$ cat src/rtl/serial_subtractor.sv
// Bit-serial LSB-first subtractor: diff = a - b - b_in over WIDTH cycles, start/busy/done handshake.
// Define SERIAL_SUB_OVF_EN to add the registered two's-complement overflow output ovf.
module serial_subtractor #(
   parameter int WIDTH = 4
) (
   input  logic             clk,
   input  logic             rst,
   input  logic             start,
   input  logic [WIDTH-1:0] a,
   input  logic [WIDTH-1:0] b,
   input  logic             b_in,
   output logic             busy,
   output logic             done,
   output logic [WIDTH-1:0] diff,
`ifdef SERIAL_SUB_OVF_EN
   output logic             ovf,
`endif
   output logic             b_out
);

   localparam int CW = $clog2(WIDTH) + 1;

   typedef enum logic [1:0] {
      IDLE = 2'd0,
      RUN  = 2'd1,
      DONE = 2'd2
   } state_t;

   state_t           state_reg, state_next;
   logic [WIDTH-1:0] a_sh_reg, b_sh_reg, res_reg, diff_reg;
   logic [CW-1:0]    cnt_reg;
   logic             br_reg, b_out_reg;
   logic             bit_a, bit_b, d_bit, br_next, last_bit;

   assign bit_a    = a_sh_reg[0];
   assign bit_b    = b_sh_reg[0];
   assign d_bit    = bit_a ^ bit_b ^ br_reg;
   assign br_next  = (~bit_a & bit_b) | (~(bit_a ^ bit_b) & br_reg);
   assign last_bit = (cnt_reg == CW'(WIDTH - 1));

   always_ff @(posedge clk or posedge rst) begin
      if (rst) state_reg <= IDLE;
      else     state_reg <= state_next;
   end

   always_comb begin
      state_next = state_reg;
      busy       = 1'b0;
      done       = 1'b0;
      case (state_reg)
         IDLE: if (start) state_next = RUN;
         RUN: begin
            busy = 1'b1;
            if (last_bit) state_next = DONE;
         end
         DONE: begin
            busy       = 1'b1;
            done       = 1'b1;
            state_next = IDLE;
         end
         default: state_next = IDLE;
      endcase
   end

   // Operands shift right so bit i always sits at position 0; result fills from the MSB end.
   always_ff @(posedge clk or posedge rst) begin
      if (rst) begin
         a_sh_reg  <= '0;
         b_sh_reg  <= '0;
         res_reg   <= '0;
         diff_reg  <= '0;
         cnt_reg   <= '0;
         br_reg    <= 1'b0;
         b_out_reg <= 1'b0;
      end else begin
         case (state_reg)
            IDLE: begin
               if (start) begin
                  a_sh_reg <= a;
                  b_sh_reg <= b;
                  br_reg   <= b_in;
                  res_reg  <= '0;
                  cnt_reg  <= '0;
               end
            end
            RUN: begin
               a_sh_reg <= a_sh_reg >> 1;
               b_sh_reg <= b_sh_reg >> 1;
               br_reg   <= br_next;
               res_reg  <= {d_bit, res_reg[WIDTH-1:1]};
               cnt_reg  <= cnt_reg + CW'(1);
               if (last_bit) begin
                  diff_reg  <= {d_bit, res_reg[WIDTH-1:1]};
                  b_out_reg <= br_next;
               end
            end
            default: ;
         endcase
      end
   end

`ifdef SERIAL_SUB_OVF_EN
   logic ovf_reg;

   // On the last bit the operand LSBs are the original MSBs and d_bit is the result MSB.
   always_ff @(posedge clk or posedge rst) begin
      if (rst)
         ovf_reg <= 1'b0;
      else if (state_reg == RUN && last_bit)
         ovf_reg <= (bit_a ^ bit_b) & (d_bit ^ bit_a);
   end

   assign ovf = ovf_reg;
`endif

   assign diff  = diff_reg;
   assign b_out = b_out_reg;

endmodule
$ cat config.mk
export PLATFORM = sky130hd
export DESIGN_NAME = serial_subtractor
export DESIGN_NICKNAME = d
export VERILOG_FILES = /design/src/rtl/serial_subtractor.sv
export SDC_FILE = /design/constraint.sdc
export NUM_CORES = 1
export LEC_CHECK = 0
export BUFFER_PORTS_ARGS = -buffer_cell sky130_fd_sc_hd__buf_2
export CORE_UTILIZATION = 40
export CTS_CLUSTER_SIZE = 8
export DETAILED_ROUTE_END_ITERATION = 12
export GPL_TIMING_DRIVEN = 1
export PLACE_DENSITY = 0.6
export SYNTH_ARGS = -nofsm -noshare
export SYNTH_HDL_FRONTEND = slang
export SYNTH_SLANG_ARGS = --single-unit
$ cat constraint.sdc
create_clock -name clk -period 1.8 [get_ports clk]
set_input_delay 0.54 -clock clk [delete_from_list [all_inputs] [get_ports clk]]
set_output_delay 0.54 -clock clk [all_outputs]
set_load 0.02 [all_outputs]
Word-level counts from Yosys, hierarchy flattened --
Cells that the tools add are included. Widths: inputs -> output; s select.
Cells by class: $add $sub $neg 1, eq/ne operators 5, mux-type cells 15, bitwise gates (word level) 7, reductions and logical operators 6
Operators with widths (count):
- $pmux 4 s2 | 3
- $mux 4 | 3
- $pmux 3 s2 | 1
- $reduce_and 2->1 | 3
- $mux 2 | 2
- $ne 2x2->1 const B | 2
- $pmux 2 s2 | 1
- $add 3x1->3 const B | 1
- $eq 3x2->1 const B | 1
- $mux 1 | 3
- $mux 3 | 1
- $and 1x1->1 | 2
- $eq 2x1->1 const B | 1
- $eq 2x2->1 const B | 1
- $logic_not 2->1 | 1
- $not 1->1 | 2
- $pmux 1 s2 | 1
- $reduce_bool 2->1 | 1
- $reduce_or 2->1 | 1
- $xor 1x1->1 | 2
- $or 1x1->1 | 1
Word-level totals: flip-flop bits (word level) 23, input port bits 12, output and inout bits 7, word-level logic and storage cells 42

Longest topological paths before layout --
Gate-level depths: netlist of run 1.
depth in word-level cells 5, mapped depth 7

Worst setup path before layout of run 1 --
No wires, ideal clock.
path type reg-to-reg, start point register state_reg[0], end point register a_sh_reg[0], library setup time 0.094 ns, arrival 1.319 ns, path slack 0.387 ns, stages on the path, launching flop included 8, buffers on the path 2, clock period less this slack 1.413 ns, cell sequence dfrtp_1 inv_1 ha_1 buf_2 nand2b_4 and2_4 buf_6 a221oi_2
On the way: word-level cells in the longest chain between the ends 3, elaborated cells between the ends (all ways) 6, classes of those cells eq/ne (2); mux (1); reduce/logical (3)
RTL lines:
- start, declared | line 29 | state_t state_reg, state_next;
- start signal, assigned | line 43 | else state_reg <= state_next;
- $eq 2x1->1 or $logic_not 2->1 (tied branches) | line 76 | case (state_reg)
- $reduce_bool 2->1 (no source line) or $ne 2x2->1 (tied branches)
- $reduce_and 2->1 (no source line)
- end signal, assigned | line 87 | a_sh_reg <= a_sh_reg >> 1;
- end, declared | line 30 | logic [WIDTH-1:0] a_sh_reg, b_sh_reg, res_reg, diff_reg;
Parallel ways exist; a longest one is shown, timed or not. A chain may end at the register's enable or synchronous reset.

Final worst setup path of run 1 --
start point register state_reg[1], end point output port busy
On the way: word-level cells in the longest chain between the ends 3, elaborated cells between the ends (all ways) 4, classes of those cells eq/ne (2); mux (1); reduce/logical (1)
RTL lines:
- $eq 2x1->1 or $eq 2x2->1 (tied branches) | line 50 | case (state_reg)
- $reduce_or 2->1 (no source line) *
- $mux 1 * | line 50
- end, declared | line 12 | output logic busy,
Mark *: on every way between the ends. The rest lies on a longest branch, timed or not.

==> out/metrics.yaml, run 1 <==
mostFrequentLayoutCell: "dfrtp_1"
grt_start_max_net_pins: 23
detail_route.iter0.violations: 16
grt_pass1_wl_um: 3440
finish.instance_area_um2: 1290
end_kind: "output port"
finalSetupViolCount: 0
critical_path.top_delay_family: "flip-flops"
min_path_type: "in -> async"
placed_area_um2: 1230
timing.rr.end: "a_sh_reg[2]$_DFFE_PP0P_"
dieArea_um2: 2980
required_ps: 1260
outcome: "finished clean"
syn_area_um2: 1110
final_cells: 151
grt_antenna_before_repair: 0
dieHeight_um: 54.6
drive_gt1_share_pct: 32.2
reg2reg_from: "state_reg[1]$_DFFE_PP0P_"
cp_cell_sequence: "inv_1 > ha_1 > buf_2"
dr_total_vias: 824
h-tree-depth: 1
io_buffers: 18
first_pass_iters: 4
slew_violations: 0
cts.clk_slew.worst_paths_ps: 130
rsz0062_at_grt: "false"
diodes: 0
fp.coreArea_um2: 2540
powerDensity_nw_per_um2: 1940
synth-seq-cells: 22
syn_nets: 117
cp_max_fo: 3
clock_latency_ps: 310
ys_seq_area_share_pct: 49.7
cts.sinks: 22
wirelength_um: 2080
ios: 19
gp_congestion: 0.701
crit_slowest_cell: "dfrtp_1"
layout_common_cells: "dfrtp_1, buf_2, inv_1"
grt_usage_pct: 16.7
finalNetCount: 140
skew_ps: 6.79
die_x_um: 54.6
cts_buffer_depth: 2
cts_root_buffer: "clkbuf_4"
path_buf_inv: 2
drv_cap: 0
vias_per_cell: 5.46
rrSetupSlack_ps: 180
fmax_ghz: 0.579
dp.cells: 146
worst_slew_pin_slew_ps: 362
wl_per_cell_um: 13.8
rows: 18
fin_tns_setup_ps: 0
r2r_cells: 4
cts_inserted_buffers: 3
finalHoldViolCount: 0
path_class: "reg -> out"
cts_tree: "done"
start_util_pct: 43.5
synth_cells: 99
ys_warn_count: 0
p_leak_nw: 0.644
relSlewSlack_pct: 75.7
period_share_pct: 96.0
drc: 0
crit_arrival_ps: 1190
hold_ws_ps: 233
syn2layout_area_growth_pct: 16.6
vdd_drop_max_v: 0.000940
synth_cell_type_count: 23
grt_pass1_vias: 738
dp_hpwl_um: 1520
crit_start: "state_reg[1]$_DFFE_PP0P_"
slowest_delay_ps: 410
period_needed_ps: 1730
critPathLaunchType: "register"
synth_area_per_cell_um2: 11.2
cts_hold_buffers: 0
antenna_left: 0
grt_overflow: 0
==> through the flow <==
stage | total power [mW] | utilization [%] | setup WS, ps
4_1_cts | 2.52 | 50.4 | 50.0
2_1_floorplan | 1.85 | - | 387
3_3_place_gp | 2.10 | 48.4 | 244
5_1_grt | 2.72 | 50.7 | 25.6
6_report | 2.51 | 50.7 | 72.8
3_5_place_dp | 2.14 | 48.4 | 218
==> synthesized netlist by cell type <==
library cell	number	area share, %
dfrtp_1	22	50
inv_1	12	4.1
nand2_1	6	2.0
nor2_1	6	2.0
o21ai_0	6	2.7
a21oi_1	5	2.3
a221oi_2	5	6.8
ha_1	5	5.6
o22ai_1	5	2.8
a22o_1	4	3.2
mux2_2	4	4.1
buf_2	3	1.4
nand3_1	3	1.4
and3b_1	2	1.6
o221a_2	2	2.0
o2bb2ai_1	2	1.6
and2_4	1	0.79
buf_6	1	1.0
clkinv_1	1	0.34
fa_1	1	1.8
mux2i_1	1	0.90
nand2b_4	1	1.2
or2b_1	1	0.68
==> worst max path at each step <==
stage,cells after the start,to
6_report,3,busy
5_1_grt,3,busy
4_1_cts,3,busy
3_5_place_dp,5,a_sh_reg[2]$_DFFE_PP0P_
3_3_place_gp,5,a_sh_reg[1]$_DFFE_PP0P_
2_1_floorplan,7,a_sh_reg[0]$_DFFE_PP0P_
==> metal layers <==
layer	routed length (µm)	GRT usage (%)
met5	0	0
met4	0	2.56
met3	72	5.83
met2	974	25.3
met1	1040	23.1
==> worst min-delay path: cells and delay by family <==
family                 cells  cell delay [ps]
buffers and inverters      3              410
==> repair_timing <==
| action | 4_1_cts | 5_1_grt |
|---|---|---|
| resized for setup | 0 | 0 |
| hold endpoints to repair | 0 | 0 |
| buffers inserted | 0 | 1 |
| setup endpoints to repair | 0 | 1 |
==> logic make-up (layout without fill, tap and decap cells) <==
group                      after synthesis  in the layout  share of synthesized area, %
and+or+nand+nor                         20             20                          9.72
DFF                                     22             22                          49.7
buffers and inverters                   17             39                          6.78
muxes                                    5              5                          4.97
AOI/OAI and AO/OA                       29             29                          21.4
adders and majority gates                6              6                          7.46
==> power breakdown <==
group	switching (mW)	total, mW	leakage [nW]	internal, mW
sequential	0.131	0.845	0.272	0.714
clock	0.154	0.379	0.0279	0.225
combinational	0.723	1.28	0.343	0.560
total	1.01	2.51	0.644	1.50
==> area by class of cell <==
class                      count  area, µm²
fill                         246       1250
sequential                    22        551
multi-input combinational     60        482
timing repair buffer          22        120
inverter                      13       48.8
tap                           30       37.5
clock inverter                 1       30.0
clock buffer                   3       22.5
Note: power is estimated with default switching activity, not from simulation.
==> run 2: changes to the inputs <==
CORE_ASPECT_RATIO = 0.7   (was unset)
SETUP_SLACK_MARGIN = 0.1   (was unset)
==> out/metrics.yaml, run 2 (synthesized netlist as in run 1, its figures left out) <==
outcome: "finished clean"
multi_input_area_um2: 482  # unchanged
first_pass_iters: 4  # unchanged
rows: 15  # -3
drv_cap: 0  # unchanged
wl_per_cell_um: 14.3  # +4.0%
finalSetupViolCount: 0  # unchanged
rsz0062_at_grt: "true"
min_path_type: "in -> async"
grt_pass1_wl_um: 3710  # +7.6%
slowest_delay_ps: 390  # -20 ps
cts_inserted_buffers: 3  # unchanged
fmax_ghz: 0.601  # +3.9%
relSlewSlack_pct: 74.3  # -1.4 points
skew_ps: 4.94  # -1.85 ps
grt_start_max_net_pins: 23  # unchanged
crit_start: "state_reg[0]$_DFFE_PP0P_"
dr_total_vias: 804  # -2.4%
diodes: 0  # unchanged
cts_root_buffer: "clkbuf_8"
p_leak_nw: 0.637  # -1.1%
critPathLaunchType: "register"
fp.coreArea_um2: 2530  # -0.44%
die_x_um: 64.9  # +19%
finalNetCount: 140  # unchanged
hold_ws_ps: 302  # +69.0 ps
wirelength_um: 2210  # +6.1%
start_util_pct: 43.7  # +0.19 points
period_share_pct: 92.4  # -3.6 points
reg2reg_from: "state_reg[1]$_DFFE_PP0P_"
setup_ws_ps: 137  # +64.0 ps
grt_overflow: 0  # unchanged
h-tree-depth: 1  # unchanged
cts.clk_slew.worst_paths_ps: 70  # -60 ps
clock_latency_ps: 250  # -60 ps
grt_usage_pct: 17.5  # +0.78 points
drc: 0  # unchanged
worst_slew_pin_slew_ps: 386  # +23.8 ps
period_needed_ps: 1660  # -64.0 ps
dieArea_um2: 2990  # +0.11%
cp_max_fo: 3  # unchanged
placed_area_um2: 1240  # +1.0%
p_total_mw: 2.49  # -0.85%
fillers: 240  # -2.4%
layout_common_cells: "dfrtp_1, buf_2, inv_1"
powerDensity_nw_per_um2: 1920  # -1.1%
cts_buffer_depth: 2  # unchanged
dp_slack_ps: 211  # -6.14 ps
grt_antenna_before_repair: 0  # unchanged
cts_hold_buffers: 0  # unchanged
syn2layout_area_growth_pct: 16.9
antenna_left: 0  # unchanged
path_buf_inv: 2  # unchanged
cts.sinks: 22  # unchanged
dp_hpwl_um: 1670  # +9.7%
vias_per_cell: 5.22  # -4.3%
slew_violations: 0  # unchanged
mostFrequentLayoutCell: "dfrtp_1"
regArea_um2: 551  # unchanged
end_kind: "output port"
fin_tns_setup_ps: 0  # unchanged
detail_route.iter0.violations: 7  # -9
vdd_drop_max_v: 0.000703  # -25%
ios: 19  # unchanged
cp_cell_sequence: "inv_2 > ha_1 > buf_6"
drive_gt1_share_pct: 33.3  # +1.1 points
path_class: "reg -> out"
grt_pass1_vias: 820  # +11%
gp_congestion: 0.769  # +9.7%
crit_arrival_ps: 1120  # -70 ps
dieHeight_um: 46.0  # -16%
cts_tree: "done"
finalHoldViolCount: 0  # unchanged
required_ps: 1260  # about the same
critical_path.top_delay_family: "flip-flops"
io_buffers: 18  # unchanged
finish.instance_area_um2: 1290  # +0.29%
crit_slowest_cell: "dfrtp_1"
==> run 2: worst min-delay path, stage by stage <==
cell	delay, ps
buf_2	90
inv_1	40
buf_4	270
==> run 2: path summary, 6_finish.rpt <==
path,to,depth (start not counted),slack [ps]
max in group asynchronous,a_sh_reg[3]$_DFFE_PP0P_,3,1280
worst min-delay path,res_reg[2]$_DFFE_PP0P_,3,300
worst max register to register,a_sh_reg[0]$_DFFE_PP0P_,5,210
worst max-delay path,busy,3,140
worst min register to register,cnt_reg[2]$_DFFE_PP0P_,2,480
min in group clk,cnt_reg[2]$_DFFE_PP0P_,2,480
==> run 2: routing by layer <==
metal  part of all wire, %  wire, µm  global-route usage (%)
met4                  0.45        10                    4.00
met2                    48      1050                    30.6
met3                   3.5        78                    5.00
met5                     0         0                       0
met1                    48      1070                    21.7
==> run 2: report_power, final <==
part | total [mW] | leakage (nW) | switching, mW | internal, mW
clock | 0.291 | 0.0216 | 0.142 | 0.149
sequential | 0.854 | 0.272 | 0.137 | 0.716
combinational | 1.34 | 0.343 | 0.748 | 0.593
==> run 2: layout make-up <==
| type | count | area share, % |
|---|---|---|
| clock buffers | 3 | 3.19 |
| repair buffers | 22 | 9.76 |
| well taps | 34 | 3.29 |
| inverters | 13 | 4.06 |
| flip-flops and latches | 22 | 42.5 |
| multi-input cells | 60 | 37.2 |
==> run 2: timing repair <==
item | in CTS | in global routing
gates resized for setup | 0 | 4
setup buffers | 0 | 0
setup endpoints to repair | 0 | 6
==> run 2: through the flow <==
step,utilization (%),instances
after floorplan,-,99
after global placement,49.1,151
after detailed placement,49.1,151
after CTS,50.7,154
after global routing,51.1,154
final,51.1,154
